--- src/rtl/usr_sw_led_ctrl.sv ---
// usr_sw_led_ctrl: debounced DIP-switch capture with change events and a multi-mode LED driver
module usr_sw_led_ctrl #(
  parameter int NSW = 8,
  parameter int NLED = 8,
  parameter int DEBOUNCE_CYC = 1024,
  parameter int BLINK_LOG2 = 24,
  parameter bit LED_ACTIVE_LOW = 1'b0
) (
  input  logic            sys0_clk,
  input  logic            sys0_rst,
  input  logic [NSW-1:0]  usr_sw_i,
  input  logic [1:0]      led_mode,
  input  logic [NLED-1:0] led_val,
  input  logic            sw_ack,
  output logic [NLED-1:0] led,
  output logic [NSW-1:0]  sw_q,
  output logic            sw_chg_valid,
  output logic [NSW-1:0]  sw_chg_mask
);
  localparam int CW = $clog2(DEBOUNCE_CYC + 1);
  localparam int HW = BLINK_LOG2 + NLED;
  localparam logic [CW-1:0] CNT_LAST = CW'(DEBOUNCE_CYC - 1);
  localparam logic [NLED-1:0] LED_INV = {NLED{LED_ACTIVE_LOW}};
  logic [NSW-1:0] sync1_q, sync2_q, sw_d, upd_q, upd_d, chg_mask_q, chg_mask_d;
  logic [NSW-1:0][CW-1:0] cnt_q, cnt_d;
  logic chg_valid_q, chg_valid_d;
  logic [HW-1:0] hb_cnt_q, hb_cnt_d;
  logic [NLED-1:0] led_q, led_d, sw_led;
  always_comb begin
    sw_d = sw_q;
    upd_d = '0;
    cnt_d = '0;
    for (int i = 0; i < NSW; i++) begin
      if (sync2_q[i] != sw_q[i]) begin
        if (cnt_q[i] == CNT_LAST) begin
          sw_d[i] = sync2_q[i];
          upd_d[i] = 1'b1;
        end else begin
          cnt_d[i] = cnt_q[i] + CW'(1);
        end
      end
    end
  end
  // Events are raised from the registered update so they trail the sw_q change by one cycle
  always_comb begin
    chg_valid_d = (|upd_q) | (chg_valid_q & ~sw_ack);
    chg_mask_d = (sw_ack ? '0 : chg_mask_q) | upd_q;
    hb_cnt_d = hb_cnt_q + HW'(1);
  end
  always_comb begin
    sw_led = '0;
    for (int i = 0; i < NLED && i < NSW; i++) sw_led[i] = sw_q[i];
    led_d = LED_INV ^ (led_mode == 2'b00 ? led_val :
                       led_mode == 2'b01 ? (led_val & {NLED{hb_cnt_q[BLINK_LOG2-1]}}) :
                       led_mode == 2'b10 ? sw_led : hb_cnt_q[BLINK_LOG2 +: NLED]);
  end
  always_ff @(posedge sys0_clk) begin
    if (sys0_rst) begin
      sync1_q <= '0;
      sync2_q <= '0;
      cnt_q <= '0;
      sw_q <= '0;
      upd_q <= '0;
      chg_valid_q <= 1'b0;
      chg_mask_q <= '0;
      hb_cnt_q <= '0;
      led_q <= LED_INV;
    end else begin
      sync1_q <= usr_sw_i;
      sync2_q <= sync1_q;
      cnt_q <= cnt_d;
      sw_q <= sw_d;
      upd_q <= upd_d;
      chg_valid_q <= chg_valid_d;
      chg_mask_q <= chg_mask_d;
      hb_cnt_q <= hb_cnt_d;
      led_q <= led_d;
    end
  end
  assign led = led_q;
  assign sw_chg_valid = chg_valid_q;
  assign sw_chg_mask = chg_mask_q;
endmodule

--- config.mk ---
export PLATFORM = sky130hd
export DESIGN_NAME = usr_sw_led_ctrl
export DESIGN_NICKNAME = d
export VERILOG_FILES = /design/src/rtl/usr_sw_led_ctrl.sv
export SDC_FILE = /design/constraint.sdc
export NUM_CORES = 1
export LEC_CHECK = 0
export BUFFER_PORTS_ARGS = -buffer_cell sky130_fd_sc_hd__buf_2
export CELL_PAD_IN_SITES_DETAIL_PLACEMENT = 0
export CELL_PAD_IN_SITES_GLOBAL_PLACEMENT = 1
export CORE_MARGIN = 3
export CORE_UTILIZATION = 35
export CTS_CLUSTER_SIZE = 24
export DETAILED_ROUTE_END_ITERATION = 10
export GPL_TIMING_DRIVEN = 1
export PLACE_DENSITY_LB_ADDON = 0.3
export SLEW_MARGIN = 20
export SYNTH_ARGS = -nofsm -noshare
export SYNTH_HDL_FRONTEND = slang
export SYNTH_SLANG_ARGS = --single-unit
--- constraint.sdc ---
create_clock -name sys0_clk -period 2.1 [get_ports sys0_clk]
set_clock_uncertainty 0.1 [all_clocks]
set_input_delay 0.21 -clock sys0_clk [delete_from_list [all_inputs] [get_ports sys0_clk]]
set_output_delay 0.21 -clock sys0_clk [all_outputs]
set_load 0.03 [all_outputs]
# After elaboration in Yosys (flattened, before gate mapping)
# Cells that the tools add are included.
# W data, S select, Z words.
# totals
ff_bits,169
out_inout_bits,25
wordCells,108
# op_classes
n_reduce_logical,26
muxes,12
n_eq_ne,18
n_addsub,9
bitwise_logic,13
# op_table
operator,n
$add A11 B1 Y11 const B,8
$eq A11 B10 Y1 const B,8
$add A32 B1 Y32 const B,1
$mux W8,4
$reduce_or A3 Y1,8
$reduce_and A2 Y1,8
$reduce_or A2 Y1,8
$not A1 Y1,9
$and A8 B8 Y8,1
$mux W1,8
$ne A1 B1 Y1,8
$or A8 B8 Y8,1
$reduce_or A8 Y1,1
$eq A2 B1 Y1 const B,1
$eq A2 B2 Y1 const B,1
$logic_not A2 Y1,1
$and A1 B1 Y1,1
$or A1 B1 Y1,1

# Depth between registers and ports, before layout
# depth
word_depth,4
mapped_depth,6
depth_no_buf,5

# Worst setup path before layout
# No wires, ideal clock.
# synth_timing
path_kind,flip-flop to flip-flop
from,register hb_cnt_q[0]
to,register hb_cnt_q[26]
arrival_ps,1708
setup_time_ps,70
stages_incl_launch_ff,7
n_path_buf,1
synth_period_minus_slack_ps,1877
setup_slack_ps,223
required_ps,1930
cell_sequence,dfxtp_1 > ha_1 > and4_1 > buf_2 > nand4_1 > or4_1 > a21oi_1
# synth_between
elab_chain_len,1
# synth_rtl
element,line_no,text
"start, declared",27,"logic [HW-1:0] hb_cnt_q, hb_cnt_d;"
"start signal, assigned",76,hb_cnt_q <= hb_cnt_d;
$add A32 B1 Y32,48,hb_cnt_d = hb_cnt_q + HW'(1);
# No other way between the ends.
# A chain may end at the register's enable or synchronous reset.

# Worst setup path after layout
# layout_timing
from,register hb_cnt_q[5]
to,register hb_cnt_q[23]
# Same word-level chain as after synthesis.

==> flow_summary.yaml <==
placed_design:
  dp_cells: 986
  port_buffers: 45
  place.gp.congestion: 0.770
  hpwl_um: 9770
cells_and_area:
  diodes: 0
  final_cell_mix: "dfxtp_1 (167), nor2_1 (121), nand2_1 (47)"
  stdcell_count: 1031
  layout_commonest_cell: "dfxtp_1"
  drive_gt1_frac: 0.137
  nets: 820
  area_growth_pct: 18.6
critical_path:
  path_cells: "and3_4 -> or3b_4 -> or4_1 -> a21oi_1"
  required_ns: 2.35
  r2r_cells: 4
  critical_path_arrival_ns: 2.17
  critPathKind: "reg -> reg"
  cp_max_fo: 10
  r2r_slack_ns: 0.17
  crit_path_top_delay_cell: "or4_1"
  r2r_end: "hb_cnt_q[23]"
  critPathMaxStageDelay_ns: 0.48
  endpoint_kind: "flip-flop"
  regToRegStartpoint: "hb_cnt_q[5]"
  cp-start-kind: "flip-flop"
timing:
  fin_crit_ns: 1.93
  slew_viol_final: 0
  fmax_mhz: 519
  finalSetupViolCount: 0
  tns_ns: 0
  relSlewSlack: 0.612
  worst_slew_pin_slew_ns: 0.582
  rsz0062_at_grt: "no"
  finalCritPeriodShare: 0.917
  hold_viol_final: 0
status:
  outcome: "finished, final reports clean"
floorplanning:
  num_io_pins: 46
  die_w_um: 144
  dieArea_sq_um: 20800
  chipHeight_um: 144
  rows: 49
  core_region_area_sq_um: 18400
  initial_core_util: 0.364
logic_synthesis:
  yosysWarningCount: 0
  ys_types: 39
  synth_edf_count: 0
  avgSynthCellArea_sq_um: 9.33
  synth.cell_area_sq_um: 6700
  synthArstFlopShare: 0
  ys_seq_area_frac: 0.505
  ys_ff_latch: 169
  synthFlopType: "dfxtp_1"
  synth_cells: 718
  syn-num-nets: 748
clock_network:
  h-tree-depth: 4
  cts_tree: "built"
  cts_root_buf: "clkbuf_16"
  clk_path_buf_depth: 2
  cts_buffers: 17
  cts.clk_slew.worst_paths_ns: 0.06
  clk_latency_ns: 0.42
  clock_sinks: 169
hold_path:
  min_to: "led[7]"
  min_path_type: "in -> reg"
  hold-path-cell-count: 3
  min-delay-start: "led_val[7]"
global_routing:
  grtUsageMet1: 0.183
  grt_start_max_net_pins: 27
  track_usage: 0.139
  use_met2: 0.219
  antenna_found_initial: 0
  top_usage_layer: "met2"
  grt_pass1_vias: 4871
  gr-usage-met3: 0.0387
  grt-ovfl-total: 0
  grt_pass1_wl_um: 23200
routing:
  drtIter0Drc: 203
  drtPass1Iterations: 4
  ant_nets: 0
  drc: 0
  viasPerCell: 4.95
  routedWlPerCell_um: 13.4
  routed_wl_um: 13800
  vias: 5101
power_and_ir_drop:
  peakVddDrop_uv: 499
  power_density_nw_per_um2: 815
  leakage_nw: 2.84
job:
  cap_violations: 0
==> area by class of cell <==
| cell class | count | area, sq um |
|---|---|---|
| multi-input cells | 516 | 3170 |
| fillers | 1792 | 10500 |
| clock inverters | 10 | 116 |
| clock buffers | 21 | 460 |
| flip-flops and latches | 169 | 3390 |
| repair buffers | 75 | 483 |
| inverters | 11 | 41.3 |
| well taps | 229 | 287 |
==> registers in the layout, summed over array words and instances (netlist names), 8 cells and up <==
register,count
cnt_q,88
hb_cnt_q,32
led,8
sw_chg_mask,8
sw_q,8
sync1_q,8
sync2_q,8
upd_q,8
==> stage by stage <==
step                instance area, sq um   util  power (W)  setup slack (ns)  hold WS [ns]
CTS                                 7920  0.431    0.00657             0.103       0.00746
global placement                    7220  0.392    0.00346             0.186         0.320
floorplan                           6700      -    0.00341             0.223         0.238
global route                        7940  0.432    0.00673            0.0212        0.0127
detailed placement                  7220  0.392    0.00347             0.128         0.326
finish                              7940  0.432    0.00647             0.173        0.0162
==> synthesized netlist by cell type (2+ instances only) <==
cell type / number / share of area
dfxtp_1: 169 / 0.51
nor2_1: 121 / 0.068
nand2_1: 47 / 0.026
xor2_1: 46 / 0.060
a21oi_1: 36 / 0.027
xnor2_1: 35 / 0.046
nand3_1: 30 / 0.022
nand4_1: 28 / 0.026
nor2b_1: 22 / 0.021
and4_1: 16 / 0.021
clkbuf_1: 16 / 0.0090
and3_1: 11 / 0.010
nor3_1: 11 / 0.0082
or4_1: 11 / 0.012
inv_1: 10 / 0.0056
o21ai_0: 10 / 0.0075
o31ai_1: 10 / 0.011
ha_1: 9 / 0.017
mux2_2: 9 / 0.015
nand2b_1: 9 / 0.0084
or3_1: 9 / 0.0084
mux2i_1: 8 / 0.012
nand3b_1: 8 / 0.0090
nor4_1: 7 / 0.0065
and2_1: 6 / 0.0056
o311a_1: 6 / 0.0090
and4_2: 3 / 0.0045
buf_2: 3 / 0.0022
buf_6: 2 / 0.0034
==> worst max-delay path: cells and delay by family, from the launching register on <==
family          cells  cell delay (ns)
simple gates        3             1.17
compound gates      1             0.17
flops               1             0.41
==> per-layer routing <==
layer  wire, um  vias to the layer above
met2       6160                       91
li1           -                     2631
met3        521                       23
met4        240                        0
met1       6870                     2356
met5          0                        -
==> power breakdown <==
group	total (W)	switching (W)	internal, W
sequential	0.00325	0.0000181	0.00323
combinational	0.000161	0.0000930	0.0000676
clock	0.00306	0.00125	0.00181
total	0.00647	0.00136	0.00511
==> cells by family (layout without fill, tap and decap cells) <==
group | count (synthesis) | count (layout) | synth area share
and+or+nand+nor | 343 | 343 | 0.263
DFF | 169 | 169 | 0.505
xor gates and xnor gates | 81 | 81 | 0.106
AOI/OAI and AO/OA | 66 | 66 | 0.0592
buffers and inverters | 33 | 117 | 0.0228
muxes | 17 | 17 | 0.0271
adders and majority gates | 9 | 9 | 0.0168
==> how the worst max path moves through the flow <==
stage	from	end	slack, ns	cells after the start
CTS	hb_cnt_q[5]	hb_cnt_q[23]	0.10	4
floorplan	hb_cnt_q[0]	hb_cnt_q[26]	0.22	6
global placement	hb_cnt_q[0]	hb_cnt_q[26]	0.19	5
detailed placement	hb_cnt_q[5]	hb_cnt_q[23]	0.13	4
finish	hb_cnt_q[5]	hb_cnt_q[23]	0.17	4
global route	cnt_q[22]	cnt_q[25]	0.02	5
==> timing repair <==
item	CTS	global route
endpoints found under the setup margin	0	4
gates resized for setup	0	4
buffers inserted	0	1
endpoints found under the hold margin	13	0
hold buffers	13	0
(Power assumes the default switching activity.)
